**src/rtl/display_pkg.sv**
```systemverilog
// Shared definitions for the four-digit display path: converter FSM states,
// BCD digit width, the blank-digit code and the default conversion range.
package display_pkg;

  // Conversion FSM states
  typedef enum logic [1:0] {
    IDLE  = 2'd0,
    SHIFT = 2'd1,
    DONE  = 2'd2
  } state_t;

  localparam int MAX_VAL_DEFAULT = 9999;

  localparam int BCD_W = 4;

  // Digit code the downstream segment decoder renders as all segments off
  localparam logic [BCD_W-1:0] BCD_BLANK = 4'hF;

endpackage

```
**src/rtl/bcd_adj3.sv**
```systemverilog
// Double-dabble nibble correction: add 3 to any BCD nibble of 5 or more so the
// following left shift carries correctly into the next decimal digit.
module bcd_adj3
  import display_pkg::*;
(
  input  logic [BCD_W-1:0] nib_in,
  output logic [BCD_W-1:0] nib_out
);

  // Pure combinational add-3 correction
  always_comb begin
    nib_out = (nib_in >= BCD_W'(5)) ? nib_in + BCD_W'(3) : nib_in;
  end

endmodule

```
**src/rtl/bin2bcd_seq.sv**
```systemverilog
// Sequential binary-to-BCD converter (shift-add-3, one bit per cycle).
// A conversion occupies 16 cycles: the accepting IDLE cycle, IN_W SHIFT cycles
// and one DONE cycle, during which out_valid is high. Digits and ovf are loaded
// on the edge entering DONE and hold until the next conversion completes.
// Build option: define BIN2BCD_CLAMP_EN to show 9999 for out-of-range values;
// otherwise out-of-range values show blank digits (4'hF). ovf is set either way.
module bin2bcd_seq
  import display_pkg::*;
#(
  parameter int IN_W    = 14,
  parameter int MAX_VAL = MAX_VAL_DEFAULT
) (
  input  logic            clk,
  input  logic            rst_n,
  input  logic            in_valid,
  output logic            in_ready,
  input  logic [IN_W-1:0] value,
  output logic            out_valid,
  output logic            ovf,
  output logic [3:0]      thousands,
  output logic [3:0]      hundreds,
  output logic [3:0]      tens,
  output logic [3:0]      ones
);

  localparam int SCR_W = 4 * BCD_W;
  localparam int CNT_W = $clog2(IN_W);
  localparam logic [IN_W-1:0] MAX_VAL_W = IN_W'(MAX_VAL);

`ifdef BIN2BCD_CLAMP_EN
  localparam logic [BCD_W-1:0] SUB_NIB = BCD_W'(9);
`else
  localparam logic [BCD_W-1:0] SUB_NIB = BCD_BLANK;
`endif
  localparam logic [SCR_W-1:0] SUB_DIGITS = {4{SUB_NIB}};

  state_t            state_q,   state_d;
  logic [CNT_W-1:0]  cnt_q,     cnt_d;
  logic [IN_W-1:0]   shift_q,   shift_d;
  logic [SCR_W-1:0]  scratch_q, scratch_d;
  logic              range_q,   range_d;
  logic [SCR_W-1:0]  digits_q,  digits_d;
  logic              ovf_q,     ovf_d;

  logic [SCR_W-1:0]      scratch_adj;
  logic [SCR_W+IN_W-1:0] shifted;

  // Add-3 correction on every scratch nibble ahead of the shift
  generate
    for (genvar gi = 0; gi < 4; gi++) begin : g_adj
      bcd_adj3 u_adj (
        .nib_in  (scratch_q[gi*BCD_W +: BCD_W]),
        .nib_out (scratch_adj[gi*BCD_W +: BCD_W])
      );
    end
  endgenerate

  assign shifted = {scratch_adj, shift_q} << 1;

  // Next-state, datapath and output-register load decisions
  always_comb begin
    state_d   = state_q;
    cnt_d     = cnt_q;
    shift_d   = shift_q;
    scratch_d = scratch_q;
    range_d   = range_q;
    digits_d  = digits_q;
    ovf_d     = ovf_q;
    case (state_q)
      IDLE: begin
        if (in_valid) begin
          state_d   = SHIFT;
          shift_d   = value;
          scratch_d = '0;
          cnt_d     = CNT_W'(IN_W - 1);
          range_d   = (value > MAX_VAL_W);
        end
      end
      SHIFT: begin
        scratch_d = shifted[SCR_W+IN_W-1:IN_W];
        shift_d   = shifted[IN_W-1:0];
        cnt_d     = cnt_q - 1'b1;
        if (cnt_q == '0) begin
          // Last shift: publish the finished digits on the edge entering DONE
          state_d  = DONE;
          cnt_d    = '0;
          digits_d = range_q ? SUB_DIGITS : shifted[SCR_W+IN_W-1:IN_W];
          ovf_d    = range_q;
        end
      end
      DONE: begin
        state_d = IDLE;
      end
      default: begin
        state_d = IDLE;
      end
    endcase
  end

  // State and datapath registers, cleared asynchronously
  always_ff @(posedge clk or negedge rst_n) begin
    if (!rst_n) begin
      state_q   <= IDLE;
      cnt_q     <= '0;
      shift_q   <= '0;
      scratch_q <= '0;
      range_q   <= 1'b0;
      digits_q  <= '0;
      ovf_q     <= 1'b0;
    end else begin
      state_q   <= state_d;
      cnt_q     <= cnt_d;
      shift_q   <= shift_d;
      scratch_q <= scratch_d;
      range_q   <= range_d;
      digits_q  <= digits_d;
      ovf_q     <= ovf_d;
    end
  end

  assign in_ready  = (state_q == IDLE);
  assign out_valid = (state_q == DONE);
  assign ovf       = ovf_q;
  assign thousands = digits_q[15:12];
  assign hundreds  = digits_q[11:8];
  assign tens      = digits_q[7:4];
  assign ones      = digits_q[3:0];

endmodule

```
**config.mk**
```make
export PLATFORM = sky130hd
export DESIGN_NAME = bin2bcd_seq
export DESIGN_NICKNAME = d
export VERILOG_FILES = /design/src/rtl/display_pkg.sv /design/src/rtl/bcd_adj3.sv /design/src/rtl/bin2bcd_seq.sv
export SDC_FILE = /design/constraint.sdc
export NUM_CORES = 1
export LEC_CHECK = 0
export ABC_AREA = 1
export BUFFER_PORTS_ARGS = -buffer_cell sky130_fd_sc_hd__buf_4
export CORE_UTILIZATION = 40
export DETAILED_ROUTE_END_ITERATION = 7
export PLACE_DENSITY = 0.6
export SETUP_SLACK_MARGIN = 0.15
export SKIP_LAST_GASP = 1
export SLEW_MARGIN = 30
export SYNTH_ARGS = -nofsm -noshare
export SYNTH_HDL_FRONTEND = slang
export SYNTH_HIERARCHICAL = 1
export SYNTH_SLANG_ARGS = --single-unit
```
**constraint.sdc**
```tcl
create_clock -name clk -period 3 [get_ports clk]
set_input_delay 0.3 -clock clk [delete_from_list [all_inputs] [get_ports clk]]
set_output_delay 0.3 -clock clk [all_outputs]
set_load 0.02 [all_outputs]
```
==> results.sh <==
export IMPL_status="finished clean"
export IMPL_antenna_cells=0
export IMPL_syn_nets=364
export IMPL_pin_count=36
export IMPL_comb_power_share=0.528
export IMPL_p_leak_nw=1.62
export IMPL_wire_per_inst_microns=11.3
export IMPL_yosys_warnings=6
export IMPL_p_sw_frac=0.447
export IMPL_drive_gt1_frac=0.236
export IMPL_syn_avg_cell_area_sq_um=8.52
export IMPL_netlist_area_sq_um=2880
export IMPL_clk_latency_ns=0.30
export IMPL_start_kind="flop"
export IMPL_via_count=2172
export IMPL_cts_sinks=54
export IMPL_final_max_slew_viol_count=0
export IMPL_cp_required_ns=3.18
export IMPL_fin_ws_ns=1.11
export IMPL_drv_cap=0
export IMPL_drc=0
export IMPL_coreArea_sq_um=6870
export IMPL_antenna_found_initial=0
export IMPL_maxSlewHeadroom=0.538
export IMPL_firstDrtPassIters=4
export IMPL_period_needed_ns=1.89
export IMPL_hold_path_class="in2async"
export IMPL_final_setup_tns_ns=0
export IMPL_dp_slack_ns=1.11
export IMPL_min_period_over_period=0.632
export IMPL_die_area_sq_um=7540
export IMPL_clkTransAtPathRegs_ns=0.09
export IMPL_hold_buffers=0
export IMPL_max_clock_freq_mhz=528
export IMPL_grt_usage=0.156
export IMPL_p_clk_frac=0.113
export IMPL_start_util=0.419
export IMPL_routed_via_density=4.67
export IMPL_gr_total_overflow=0
export IMPL_path_cells="inv_1 > nand2_2 > inv_4 > nand3_4 > nand2_1 > o21ai_2"
export IMPL_total_power_w=0.00365
export IMPL_htreeDepth=2
export IMPL_grt_pass1_vias=2001
export IMPL_cts_resized=0
export IMPL_cts_buffers=5
export IMPL_area_delta_synth_final_pct=13.8
export IMPL_cts_setup_buffers=0
export IMPL_regToRegSetupSlack_ns=1.11
export IMPL_p_int_w=0.00202
export IMPL_drt_initial_drc_count=83
export IMPL_ant_nets=0
export IMPL_worst_ep_arrival_time_ns=2.08
export IMPL_tritoncts="done"
export IMPL_pwr_share_seq=0.359
export IMPL_finalHoldViolations=0
export IMPL_dp_hpwl_microns=3610
export IMPL_r2r_end="digits_q[5]"
export IMPL_rsz0062_at_grt="false"
export IMPL_slowest_delay_ns=0.41
export IMPL_fin_nets=394
export IMPL_dieWidth_microns=86.8
export IMPL_clk_path_buf_depth=2
export IMPL_gp_congestion=0.759
export IMPL_setup_viol=0
export IMPL_synthCells=338
export IMPL_endpoint_kind="flop"
export IMPL_grt_start_max_net_pins=55
export IMPL_rr_startpoint="state_q[1]"
export IMPL_cts_root_buf="clkbuf_8"
export IMPL_grt_pass1_wl_microns=9210
export IMPL_final_core_util=0.477
export IMPL_cp_max_fo=34
export IMPL_reg2reg_depth=6
export IMPL_crit_type="reg2reg"
export IMPL_worst_slew_pin_slew_ns=0.693
export IMPL_powerDensity_nw_per_um2=1110
export IMPL_peakVddDrop_uv=294
export IMPL_wl_microns=5260
export IMPL_dieHeight_microns=86.8
export IMPL_rows=30
export IMPL_n_fill_cell=699
export IMPL_netSwitchingPower_w=0.00163
export IMPL_clock_skew_ns=0.00679
export IMPL_port_buffers=35
export IMPL_crit_slowest_cell="nand3_4"
==> state kept, by name, summed over array words and instances (netlist names) <==
name	count
digits_q	16
scratch_q	16
shift_q	14
cnt_q	4
state_q	2
ovf	1
range_q	1
==> metrics by stage <==
stage          hold slack (ns)  instance area [sq um]  cells
4_1_cts                 0.0503                   3280    465
5_1_grt                 0.0831                   3280    465
6_report                0.0141                   3280    465
3_5_place_dp             0.389                   3180    457
2_1_floorplan          0.00441                   2880    338
3_3_place_gp             0.386                   3180    457
==> cell type report <==
type                            instances  area (sq um)  area share
Clock buffer                            7          86.3      0.0264
Sequential cell                        54          1350       0.413
Tap cell                               96           120      0.0367
Clock inverter                          1          5.00     0.00153
Timing Repair Buffer                   36           270      0.0825
Inverter                               40           153      0.0466
Multi-Input combinational cell        231          1290       0.394
==> placed cells by master, fill, tap and decap left out, drive strengths merged, types with 4 or more instances in the layout <==
master	n
a21oi	4
a22o	16
buf	36
clkbuf	7
dfrtp	54
ha	9
inv	40
nand2	93
nand3	9
nor2	46
o21ai	52
==> how the worst max path moves through the flow <==
stage               slack, ns  cells after the start         start       endpoint
CTS                      1.09                      7    state_q[1]            ovf
finish                   1.11                      6    state_q[1]    digits_q[5]
global placement         1.17                      6    state_q[1]   digits_q[13]
floorplan                1.68                      7  scratch_q[8]  scratch_q[10]
detailed placement       1.11                      6    state_q[1]   digits_q[11]
global route             0.89                      7    state_q[1]            ovf
==> layer usage <==
layer,track usage,wire [microns],share of wire
met4,0.0409,60,0.011
met2,0.233,2230,0.42
met5,0,0,0
met3,0.0314,159,0.030
met1,0.229,2810,0.53
==> critical path, delay by kind of cell, from the launching register on <==
| kind | cells | cell delay, ns |
|---|---|---|
| AO/OA/AOI/OAI | 1 | 0.07 |
| buffers and inverters | 2 | 0.42 |
| flip-flops | 1 | 0.40 |
| AND/OR/NAND/NOR | 3 | 0.86 |
==> power by group through the flow <==
stage / combinational [W] / sequential, W / clock (W)
3_5_place_dp: 0.00194 / 0.00133 / 0
4_1_cts: 0.00195 / 0.00132 / 0.000434
2_1_floorplan: 0.00144 / 0.00137 / 0
6_report: 0.00192 / 0.00131 / 0.000412
5_1_grt: 0.00220 / 0.00136 / 0.000457
3_3_place_gp: 0.00192 / 0.00132 / 0
No activity file was read; power rests on OpenSTA's default activity.
